===== config.mk =====
export PLATFORM = sky130hd
export DESIGN_NAME = lsu_ctrl
export DESIGN_NICKNAME = d
export VERILOG_FILES = /design/src/rtl/lsu_ctrl_pkg.sv /design/src/rtl/lsu_load_extract.sv /design/src/rtl/lsu_ctrl.sv
export SDC_FILE = /design/constraint.sdc
export NUM_CORES = 1
export LEC_CHECK = 0
export CAP_MARGIN = 10
export CORE_AREA = 2 2 115 117
export DETAILED_ROUTE_END_ITERATION = 6
export DIE_AREA = 0 0 117 119
export PLACE_DENSITY_LB_ADDON = 0.15
export SETUP_SLACK_MARGIN = 0.3
export SYNTH_ARGS = -nofsm -noshare
export SYNTH_HDL_FRONTEND = slang
export SYNTH_SLANG_ARGS = --single-unit

===== constraint.sdc =====
create_clock -name clk -period 3.9 [get_ports clk]
set_input_delay 0.78 -clock clk [delete_from_list [all_inputs] [get_ports clk]]
set_output_delay 0.78 -clock clk [all_outputs]
set_load 0.05 [all_outputs]

===== src/rtl/lsu_ctrl_pkg.sv =====
// ============================================================================
// Module  : lsu_ctrl_pkg
// Purpose : Shared opcode/funct3 constants, FSM states and alignment helper
//           for the MEM-stage load/store sequencer.
// Rev     : 1.0 - initial release
// ============================================================================
`default_nettype none

package lsu_ctrl_pkg;

  localparam logic [6:0] LOAD  = 7'b0000011;
  localparam logic [6:0] STORE = 7'b0100011;

  localparam logic [2:0] F3_B  = 3'b000;
  localparam logic [2:0] F3_H  = 3'b001;
  localparam logic [2:0] F3_W  = 3'b010;
  localparam logic [2:0] F3_BU = 3'b100;
  localparam logic [2:0] F3_HU = 3'b101;

  localparam logic [1:0] S_IDLE = 2'd0;
  localparam logic [1:0] S_REQ  = 2'd1;
  localparam logic [1:0] S_DONE = 2'd2;

  // Undefined funct3 encodings are treated as word accesses.
  function automatic logic f_aligned(input logic       is_load,
                                     input logic [2:0] f3,
                                     input logic [1:0] lo);
    logic is_byte;
    logic is_half;
    is_byte = is_load ? (f3 == F3_B || f3 == F3_BU) : (f3 == F3_B);
    is_half = is_load ? (f3 == F3_H || f3 == F3_HU) : (f3 == F3_H);
    if (is_byte)      return 1'b1;
    else if (is_half) return ~lo[0];
    else              return (lo == 2'b00);
  endfunction

endpackage

`default_nettype wire


===== src/rtl/lsu_load_extract.sv =====
// ============================================================================
// Module  : lsu_load_extract
// Purpose : Selects the addressed byte/half/word of a memory read word and
//           sign- or zero-extends it to 32 bits.
// Rev     : 1.0 - initial release
// ============================================================================
`default_nettype none

module lsu_load_extract
  import lsu_ctrl_pkg::*;
(
  input  logic [31:0] i_raw,
  input  logic [2:0]  i_funct3,
  input  logic [1:0]  i_lane,
  output logic [31:0] o_data
);

  logic [7:0]  w_byte;
  logic [15:0] w_half;

  always_comb begin
    w_byte = i_raw[7:0];
    case (i_lane)
      2'd0:    w_byte = i_raw[7:0];
      2'd1:    w_byte = i_raw[15:8];
      2'd2:    w_byte = i_raw[23:16];
      default: w_byte = i_raw[31:24];
    endcase
    w_half = i_lane[1] ? i_raw[31:16] : i_raw[15:0];
  end

  always_comb begin
    o_data = i_raw;
    case (i_funct3)
      F3_B:    o_data = {{24{w_byte[7]}}, w_byte};
      F3_BU:   o_data = {24'h0, w_byte};
      F3_H:    o_data = {{16{w_half[15]}}, w_half};
      F3_HU:   o_data = {16'h0, w_half};
      F3_W:    o_data = i_raw;
      default: o_data = i_raw;
    endcase
  end

endmodule

`default_nettype wire


===== src/rtl/lsu_ctrl.sv =====
// ============================================================================
// Module  : lsu_ctrl
// Purpose : MEM-stage load/store sequencer: request handshake, store lanes,
//           pipeline stall, timeout abort and load data alignment.
// Rev     : 1.0 - initial release
// ============================================================================
`default_nettype none

module lsu_ctrl
  import lsu_ctrl_pkg::*;
#(
  parameter int TIMEOUT_CYCLES = 255
) (
  input  logic        clk,
  input  logic        reset_n,
  input  logic        i_mem_valid,
  input  logic [6:0]  i_opcode,
  input  logic [2:0]  i_funct3,
  input  logic [31:0] i_addr,
  input  logic [31:0] i_store_data,
  output logic [31:0] o_d_address,
  output logic [31:0] o_d_data_write,
  output logic [3:0]  o_d_byte_enable,
  output logic        o_d_write_enable,
  output logic        o_d_req,
  input  logic        i_d_ack,
  input  logic [31:0] i_d_data_raw,
  output logic [31:0] o_load_data,
  output logic        o_stall,
  output logic        o_misaligned,
  output logic        o_timeout
);

  localparam int CNT_W = (TIMEOUT_CYCLES > 0) ? $clog2(TIMEOUT_CYCLES + 1) : 1;

  logic [1:0]       r_state;
  logic [31:0]      r_addr;
  logic [2:0]       r_funct3;
  logic             r_store;
  logic [31:0]      r_wdata;
  logic [CNT_W-1:0] r_cnt;
  logic [31:0]      r_load_data;
  logic             r_timeout;

  logic        w_is_load;
  logic        w_is_store;
  logic        w_memop;
  logic        w_aligned;
  logic        w_in_req;
  logic        w_abort;
  logic [31:0] w_ld_ext;
  logic [31:0] w_wdata;
  logic [3:0]  w_store_be;

  assign w_is_load  = (i_opcode == LOAD);
  assign w_is_store = (i_opcode == STORE);
  assign w_memop    = i_mem_valid & (w_is_load | w_is_store);
  assign w_aligned  = f_aligned(w_is_load, i_funct3, i_addr[1:0]);
  assign w_in_req   = (r_state == S_REQ);
  assign w_abort    = (TIMEOUT_CYCLES > 0) && (r_cnt == CNT_W'(TIMEOUT_CYCLES - 1));

  always_comb begin
    w_wdata = i_store_data;
    case (i_funct3)
      F3_B:    w_wdata = {4{i_store_data[7:0]}};
      F3_H:    w_wdata = {2{i_store_data[15:0]}};
      default: w_wdata = i_store_data;
    endcase
  end

  always_comb begin
    w_store_be = 4'b1111;
    case (r_funct3)
      F3_B:    w_store_be = 4'b0001 << r_addr[1:0];
      F3_H:    w_store_be = 4'b0011 << r_addr[1:0];
      default: w_store_be = 4'b1111;
    endcase
  end

  lsu_load_extract u_extract (
    .i_raw    (i_d_data_raw),
    .i_funct3 (r_funct3),
    .i_lane   (r_addr[1:0]),
    .o_data   (w_ld_ext)
  );

  always_ff @(posedge clk or negedge reset_n) begin
    if (!reset_n) begin
      r_state     <= S_IDLE;
      r_addr      <= '0;
      r_funct3    <= '0;
      r_store     <= 1'b0;
      r_wdata     <= '0;
      r_cnt       <= '0;
      r_load_data <= '0;
      r_timeout   <= 1'b0;
    end else begin
      r_timeout <= 1'b0;
      case (r_state)
        S_IDLE: begin
          if (w_memop) begin
            if (w_aligned) begin
              r_addr   <= i_addr;
              r_funct3 <= i_funct3;
              r_store  <= w_is_store;
              if (w_is_store) r_wdata <= w_wdata;
              r_state  <= S_REQ;
            end else begin
              r_load_data <= '0;
            end
          end
        end
        S_REQ: begin
          // A late ack in the abort cycle still completes the access.
          if (i_d_ack) begin
            if (!r_store) r_load_data <= w_ld_ext;
            r_cnt   <= '0;
            r_state <= S_DONE;
          end else if (w_abort) begin
            r_load_data <= '0;
            r_timeout   <= 1'b1;
            r_cnt       <= '0;
            r_state     <= S_DONE;
          end else begin
            r_cnt <= r_cnt + CNT_W'(1);
          end
        end
        S_DONE:  r_state <= S_IDLE;
        default: r_state <= S_IDLE;
      endcase
    end
  end

  assign o_d_address      = {r_addr[31:2], 2'b00};
  assign o_d_data_write   = r_wdata;
  assign o_d_byte_enable  = w_in_req ? (r_store ? w_store_be : 4'b1111) : 4'b0000;
  assign o_d_write_enable = w_in_req & r_store;
  assign o_d_req          = w_in_req;
  assign o_load_data      = r_load_data;
  assign o_stall          = w_in_req | ((r_state == S_IDLE) & w_memop & w_aligned);
  assign o_misaligned     = (r_state == S_IDLE) & w_memop & ~w_aligned;
  assign o_timeout        = r_timeout;

endmodule

`default_nettype wire


After elaboration in Yosys (flattened, before gate mapping)
Cells that the tools add are included.
{"block": "word_totals", "regBits": 111, "latchBits": 0, "mem_bits_rw": 0, "mem_bits_ro": 0, "input_bits": 110, "out_inout_bits": 105, "elab_cells": 76, "n_memories": 0}
{"block": "op_classes", "addsub": 1, "multipliers": 0, "n_div": 0, "order_cmp": 0, "eq_ne": 17, "n_shift": 2, "muxes": 27, "bitwise": 9, "reduce_logical": 12}
{"operator": "two-way mux 32 bit", "count": 5}
{"operator": "case mux 32 bit (2 select lines)", "count": 2}
{"operator": "case mux 32 bit (4 select lines)", "count": 1}
{"operator": "case mux 8 bit (3 select lines)", "count": 1}
{"operator": "two-way mux 16 bit", "count": 1}
{"operator": "two-way mux 8 bit", "count": 2}
{"operator": "== test 3 bit (second input constant)", "count": 4}
{"operator": "adder 8 x 1 -> 8 bit (second input constant)", "count": 1}
{"operator": "== test 8 bit (second input constant)", "count": 1}
{"operator": "two-way mux 2 bit", "count": 4}
{"operator": "two-way mux 4 bit", "count": 2}
{"operator": "case mux 4 bit (2 select lines)", "count": 1}
{"operator": "== test 7 x 2 -> 1 bit (second input constant)", "count": 1}
{"operator": "== test 7 x 6 -> 1 bit (second input constant)", "count": 1}
{"operator": "two-way mux 1 bit", "count": 7}
{"operator": "== test 3 x 1 -> 1 bit (second input constant)", "count": 2}
{"operator": "logical NOT 2 bit", "count": 3}
{"operator": "logical NOT 3 bit", "count": 2}
{"operator": "inequality test 2 bit (second input constant)", "count": 3}
{"operator": "AND reduction 3 bit", "count": 2}
{"operator": "AND 1 bit", "count": 5}
{"operator": "AND reduction 5 bit", "count": 1}
{"operator": "== test 2 x 1 -> 1 bit (second input constant)", "count": 2}
{"operator": "case mux 2 bit (2 select lines)", "count": 1}
{"operator": "10 further kinds", "count": 13}

Depth between registers and ports, before layout
Gate-level depths: netlist (run 1).
{"block": "depth", "depth_word": 8, "ltp_mapped": 8, "ltp_nobuf": 6}

Modules after synthesis
A second synthesis (run 1) with hierarchy kept.
{"block": "unflattened", "cells_unflattened": 545, "area_unflattened_um2": 6399.9}
{"mod": "lsu_ctrl", "n_inst": 1, "cells_each": 412, "area_each_um2": 5430.2}
{"mod": "lsu_load_extract", "n_inst": 1, "cells_each": 133, "area_each_um2": 969.7}

Worst setup path before layout (run 1)
Ideal clock, no wire load.
{"block": "synth_timing", "path_kind": "in2out", "from": "in i_opcode[3]", "to": "out o_misaligned", "t_arrival_ns": 2.129, "required_ns": 3.120, "setup_slack_ns": 0.991, "stages": 4, "path_buffers": 1, "path_cell_list": "nor4b_2 > nand4b_2 > buf_2 > nor2_1"}
{"block": "synth_between", "elab_chain_cells": 6, "word_cells_on_any_way": 11}
{"item": "start, declared", "line": "lsu_ctrl.sv:17", "text": "input logic [6:0] i_opcode,"}
{"item": "== test 7 x 2 -> 1 bit", "line": "lsu_ctrl.sv:55", "text": "assign w_is_load = (i_opcode == LOAD);"}
{"item": "two-way mux 1 bit", "line": "lsu_ctrl_pkg.sv:31", "text": "is_half = is_load ? (f3 == F3_H || f3 == F3_HU) : (f3 == F3_H);"}
{"item": "two-way mux 1 bit", "line": "lsu_ctrl_pkg.sv:33", "text": "else if (is_half) return ~lo[0];"}
{"item": "two-way mux 1 bit", "line": "lsu_ctrl_pkg.sv:32", "text": "if (is_byte) return 1'b1;"}
{"item": "inverter 1 bit", "line": "lsu_ctrl.sv:141", "text": "assign o_misaligned = (r_state == S_IDLE) & w_memop & ~w_aligned;"}
{"item": "AND 1 bit *", "line": "lsu_ctrl.sv:141"}
{"item": "end, declared", "line": "lsu_ctrl.sv:30", "text": "output logic o_misaligned,"}
Mark *: on every way between the ends. The rest lies on a longest branch, timed or not.

Final worst setup path (run 1)
{"block": "layout_timing", "from": "in i_opcode[3]", "to": "out o_stall"}
{"block": "layout_between", "elab_chain_cells": 6, "word_cells_on_any_way": 11}
{"item": "== test 7 x 2 -> 1 bit or == test 7 x 6 -> 1 bit (tied branches)", "line": "lsu_ctrl.sv:55, lsu_ctrl.sv:56"}
{"item": "bitwise OR 1 bit or two-way mux 1 bit (tied branches)", "line": "lsu_ctrl.sv:57, lsu_ctrl_pkg.sv:31"}
{"item": "AND 1 bit or two-way mux 1 bit (tied branches)", "line": "lsu_ctrl.sv:57, lsu_ctrl_pkg.sv:33"}
{"item": "AND 1 bit or two-way mux 1 bit (tied branches)", "line": "lsu_ctrl.sv:140, lsu_ctrl_pkg.sv:32"}
{"item": "AND 1 bit *", "line": "lsu_ctrl.sv:140", "text": "assign o_stall = w_in_req | ((r_state == S_IDLE) & w_memop & w_aligned);"}
{"item": "bitwise OR 1 bit *", "line": "lsu_ctrl.sv:140"}
{"item": "end, declared", "line": "lsu_ctrl.sv:29", "text": "output logic o_stall,"}
Marked as above.

==> flow_summary.yaml, run 1 <==
clock_network:
  htree_levels: 3
  clkTransAtPathRegs_ns: 0.07
  clockBufferDepth: 2
  postCtsSetupRepairBufs: 0
  cts.sinks: 111
  cts_buffers: 9
  insertion_delay_ns: 0.35
  cts_resized: 0
  root_buffer: "clkbuf_16"
  cts-hold-fix-buffers: 0
  cts_tree: "yes"
timing:
  slew_headroom_pct: 37.4
  final-hold-violation-count: 0
  fin_skew_ns: 0.00925
  slew_violations: 0
  timing.final.crit_share_pct: 88.5
  min_period_ns: 3.45
  tightest_slew_ns: 0.938
  finalSetupTns_ns: 0
  setup_viol_count_final: 0
  fmax_mhz: 290
  rsz0062_at_grt: "no"
yosys:
  ys_seq_area_share_pct: 45.9
  synth_edf_count: 0
  synth_top_cell_by_area: "dfrtp_1"
  netlist_area_sq_mm: 0.00605
  yosysWarnings: 0
  synth_area_leaders: "dfrtp_1, mux2_2, mux2_1"
  synth.distinct_cells: 54
  syn_inst: 509
  ys_seq_elements: 111
  synthArstFlopShare_pct: 100
  avgSynthCellArea_sq_um: 11.9
  ys.flop_type: "dfrtp_1"
  synthDominantCellAreaShare_pct: 45.9
run_status:
  status: "finished, final reports clean"
global_route:
  first_global_vias: 4988
  overflow: 0
  grt_pass1_wl_um: 25400
  grt.total_usage_pct: 23.4
  grt_max_degree: 62
  antenna_found_initial: 0
cells_and_area:
  diodes: 0
  fin_util_pct: 64.7
  layout_common_cells: "clkdlybuf4s50_1, dfrtp_1, mux2_2"
  syn_to_final_growth_pct: 37.8
  multi_input_area_sq_mm: 0.00278
  drive_gt1_share_pct: 18.6
  fillers: 1057
  nets: 790
  final_common_cell: "clkdlybuf4s50_1"
  regArea_sq_mm: 0.00278
pwr:
  ir_drop_mv: 0.227
  total_power_uw: 2870
  power_density_mw_per_mm2: 345
  p_leak_uw: 0.00362
placement:
  gp_congestion: 0.844
  dp_hpwl_um: 11800
  io_buffers: 212
critical_path:
  crit_type: "input pin to primary output"
  r2r_setup_slack_ns: 1.32
  arrival_ns: 2.67
  reg2reg_depth: 5
  startpoint_type: "input pin"
  reg2reg_to: "o_load_data[3]"
  critPathRequiredTime_ns: 3.12
  startpoint: "i_opcode[3]"
  r2r-start: "r_state[1]"
  crit_end: "o_stall"
  worst_setup_path_end_kind: "primary output"
  crit_fanout: 14
floorplan:
  dieArea_sq_mm: 0.0139
  die_y_um: 119
  row_count: 42
  die_width_um: 117
  core_sq_mm: 0.0129
  start_util_pct: 47.0
  boundaryPins: 215
route:
  dr.pass1.iters: 5
  drc_errors: 0
  wl_per_cell_um: 18.5
  drt_iter0_markers: 317
  route.vias.total: 4654
  drt-total-wl_um: 15900
  vias_per_cell: 5.42
  ant_nets: 0
run:
  maxCapViolCount: 0
worst_hold_path:
  hold_path_class: "input pin to asynchronous set/reset pin"
==> cell families after synthesis <==
family,after synthesis,synth area share [%]
flip-flops,111,45.9
AO/OA/AOI/OAI,117,13.9
other,1,0.0620
multiplexers,133,25.2
XOR/XNOR,1,0.145
buffers and inverters,79,8.26
adder cells (fa/ha/maj),2,0.414
AND/OR/NAND/NOR,65,6.08
==> metal layers <==
| layer | vias to the layer above | share of wire [%] | GRT usage [%] |
|---|---|---|---|
| li1 | 2179 | - | - |
| met1 | 2270 | 40 | 29.3 |
| met2 | 181 | 50 | 38.5 |
| met3 | 24 | 8.0 | 6.77 |
| met4 | 0 | 1.7 | 7.94 |
| met5 | - | 0 | 0 |
==> flip-flops by register name (all words and copies together) (netlist names) <==
register        flops
o_d_data_write     32
o_load_data        32
o_timeout           1
r_addr             32
r_cnt               8
r_funct3            3
r_state             2
r_store             1
==> Yosys cell counts (3+ instances only) <==
cell	number
mux2_1	26
and3_1	3
nand3_1	4
nor2b_1	10
a2111oi_0	6
mux2_2	63
buf_4	36
o21ai_0	16
dfrtp_1	111
a21o_1	4
a21oi_1	30
buf_2	12
nor2_1	17
a31oi_1	5
buf_6	7
nand2b_1	7
mux2i_1	28
clkbuf_1	13
mux2_4	15
o221ai_1	14
inv_1	11
nor3b_1	3
nor3_1	3
a211oi_1	17
nand2_1	8
o31ai_1	8
==> power breakdown <==
part / total, uW / switching (uW) / internal [uW]
Combinational: 714 / 413 / 302
Clock: 887 / 446 / 441
Sequential: 1270 / 53.3 / 1220
Total: 2870 / 912 / 1960
==> through the flow <==
stage,cell area (sq um),instances,hold WS (ns),setup WS (ns)
6_report,8330,859,0.477,0.450
5_1_grt,8330,859,0.490,0.347
4_1_cts,8330,859,0.479,0.452
3_5_place_dp,8050,843,0.468,0.405
3_3_place_gp,8050,843,0.456,0.489
2_1_floorplan,6050,510,0.444,0.991
==> worst min-delay path by stage <==
stage | endpoint | cells past startpoint | slack [ns]
6_report | r_cnt[6] | 1 | 0.48
3_5_place_dp | r_cnt[7] | 1 | 0.47
2_1_floorplan | r_cnt[7] | 1 | 0.44
4_1_cts | r_cnt[7] | 1 | 0.48
5_1_grt | r_cnt[7] | 1 | 0.49
3_3_place_gp | r_cnt[7] | 1 | 0.46
==> area by class of cell <==
type | instances | share of cell area, %
well taps | 176 | 2.64
inverters | 11 | 0.496
clock inverters | 7 | 0.691
repair buffers | 225 | 26.7
multi-input cells | 320 | 33.4
clock buffers | 9 | 2.70
flip-flops and latches | 111 | 33.3
==> worst max-delay path, stage by stage <==
cell and delay (ns):
clkdlybuf4s50_1 0.43, nor4b_2 0.30, nand4b_2 0.46, nand2b_1 0.37
nand2_1 0.16, buf_12 0.15
No activity file was read; power rests on OpenSTA's default activity.
==> inputs of run 2 (changes only) <==
- CORE_AREA: 2 2 115 117 -> 2 2 125 127
- DIE_AREA: 0 0 117 119 -> 0 0 127 129
- clock period: 3.9 -> 3 ns (I/O delays scaled with it)
==> run 2 against run 1 <==
First-iteration DRC count decreased by 5.0%. Worst hold slack got worse by 0.25 ns. Global-route usage decreased by 4.4 points. Clock power increased by 40%. Critical path type unchanged. Sequential power grew 30%. Sequential share of layout area fell by 0.50 points. Final cell count is 2.1% higher. Via count down 1.1%.
==> flow_summary.yaml, run 2 (synthesis results as in run 1) <==
global_route:
  overflow: 0
  grt.total_usage_pct: 18.9
  first_global_vias: 4763
  antenna_found_initial: 0
  grt_max_degree: 70
  grt_pass1_wl_um: 24400
timing:
  setup_viol_count_final: 0
  slew_violations: 0
  finalSetupTns_ns: 0
  final-hold-violation-count: 0
  tightest_slew_ns: 0.598
  timing.final.crit_share_pct: 85.8
  fin_skew_ns: 0.00573
  slew_headroom_pct: 60.1
  min_period_ns: 2.57
  worst_slack_ns: 0.427
  rsz0062_at_grt: "no"
  fmax_mhz: 389
critical_path:
  startpoint_type: "input pin"
  worst_setup_path_end_kind: "primary output"
  arrival_ns: 1.97
  crit_fanout: 13
  reg2reg_to: "o_load_data[24]"
  crit_type: "input pin to primary output"
  r2r-start: "r_cnt[0]"
  r2r_setup_slack_ns: 0.95
  reg2reg_depth: 7
  critPathRequiredTime_ns: 2.40
route:
  dr.pass1.iters: 4
  drt-total-wl_um: 15700
  vias_per_cell: 5.25
  ant_nets: 0
  drt_iter0_markers: 301
  route.vias.total: 4603
  drc_errors: 0
  wl_per_cell_um: 17.9
floorplan:
  boundaryPins: 215
  row_count: 45
  dieArea_sq_mm: 0.0164
  core_sq_mm: 0.0150
  start_util_pct: 40.4
  die_y_um: 129
  die_width_um: 127
placement:
  dp_worst_setup_slack_ns: 0.376
  io_buffers: 212
  gp_congestion: 0.851
  dp_hpwl_um: 11600
worst_hold_path:
  hold_path_class: "input pin to asynchronous set/reset pin"
cells_and_area:
  drive_gt1_share_pct: 20.3
  fillers: 1307
  final_common_cell: "clkdlybuf4s50_1"
  syn_to_final_growth_pct: 39.9
  nets: 796
  layout_common_cells: "clkdlybuf4s50_1, dfrtp_1, mux2_2"
  diodes: 0
clock_network:
  cts_tree: "yes"
  insertion_delay_ns: 0.35
  cts_resized: 0
  postCtsSetupRepairBufs: 0
  cts-hold-fix-buffers: 0
  root_buffer: "clkbuf_16"
  cts_buffers: 9
  htree_levels: 3
  cts.sinks: 111
  clkTransAtPathRegs_ns: 0.07
  clockBufferDepth: 2
pwr:
  power.internal_uw: 2660
  combinationalPowerShare_pct: 24.6
  ir_drop_mv: 0.231
  pwr-share-clk_pct: 32.3
  power_density_mw_per_mm2: 453
  switching_share_pct: 30.4
  p_switching_uw: 1160
  p_leak_uw: 0.00369
  p_seq_share_pct: 43.1
run_status:
  status: "finished, final reports clean"
run:
  maxCapViolCount: 0
run 2: worst max path at each step:
stage	slack (ns)	depth (start not counted)	end	startpoint
3_3_place_gp	0.37	6	o_misaligned	i_opcode[3]
4_1_cts	0.40	6	o_misaligned	i_opcode[3]
5_1_grt	0.31	6	o_misaligned	i_opcode[3]
6_report	0.43	6	o_misaligned	i_opcode[3]
3_5_place_dp	0.38	7	r_addr[9]	i_funct3[2]
2_1_floorplan	0.45	4	o_misaligned	i_opcode[3]
run 2: final cells by class:
type / count / area (sq um) / area share, %
Clock buffer: 10 / 239 / 2.83
Clock inverter: 6 / 68.8 / 0.814
Inverter: 11 / 41.3 / 0.488
Multi-Input combinational cell: 320 / 2790 / 32.9
Sequential cell: 111 / 2780 / 32.8
Tap cell: 188 / 235 / 2.78
Timing Repair Buffer: 231 / 2310 / 27.3
run 2: power by group through the flow:
| stage | clock network, uW | registers, uW | logic (uW) |
|---|---|---|---|
| after detailed placement | 0 | 1680 | 939 |
| final | 1240 | 1650 | 940 |
| after CTS | 1280 | 1650 | 944 |
| after global routing | 1330 | 1660 | 1000 |
| after global placement | 0 | 1670 | 926 |
| after floorplan | 0 | 1790 | 449 |
run 2: per-stage QoR:
step	instances	area, sq um	total power, uW	hold WS, ns	util [%]
2_1_floorplan	510	6050	2240	0.304	-
6_report	877	8460	3830	0.229	56.5
3_5_place_dp	861	8140	2620	0.476	54.4
5_1_grt	877	8460	4000	0.276	56.5
3_3_place_gp	861	8140	2600	0.458	54.4
4_1_cts	877	8450	3870	0.248	56.4
run 2: worst max-delay path, stage by stage:
cell and delay (ns):
clkdlybuf4s50_1 0.41, nor4b_2 0.29, nand4b_2 0.15, buf_4 0.22, nor2_1 0.12, buf_6 0.17
run 2: layer usage:
metal	track usage (%)	up-vias	routed length, um
met1	23.1	2218	6550
met4	7.05	0	287
li1	-	2198	-
met3	5.90	17	1270
met5	0	-	0
met2	31.7	170	7590
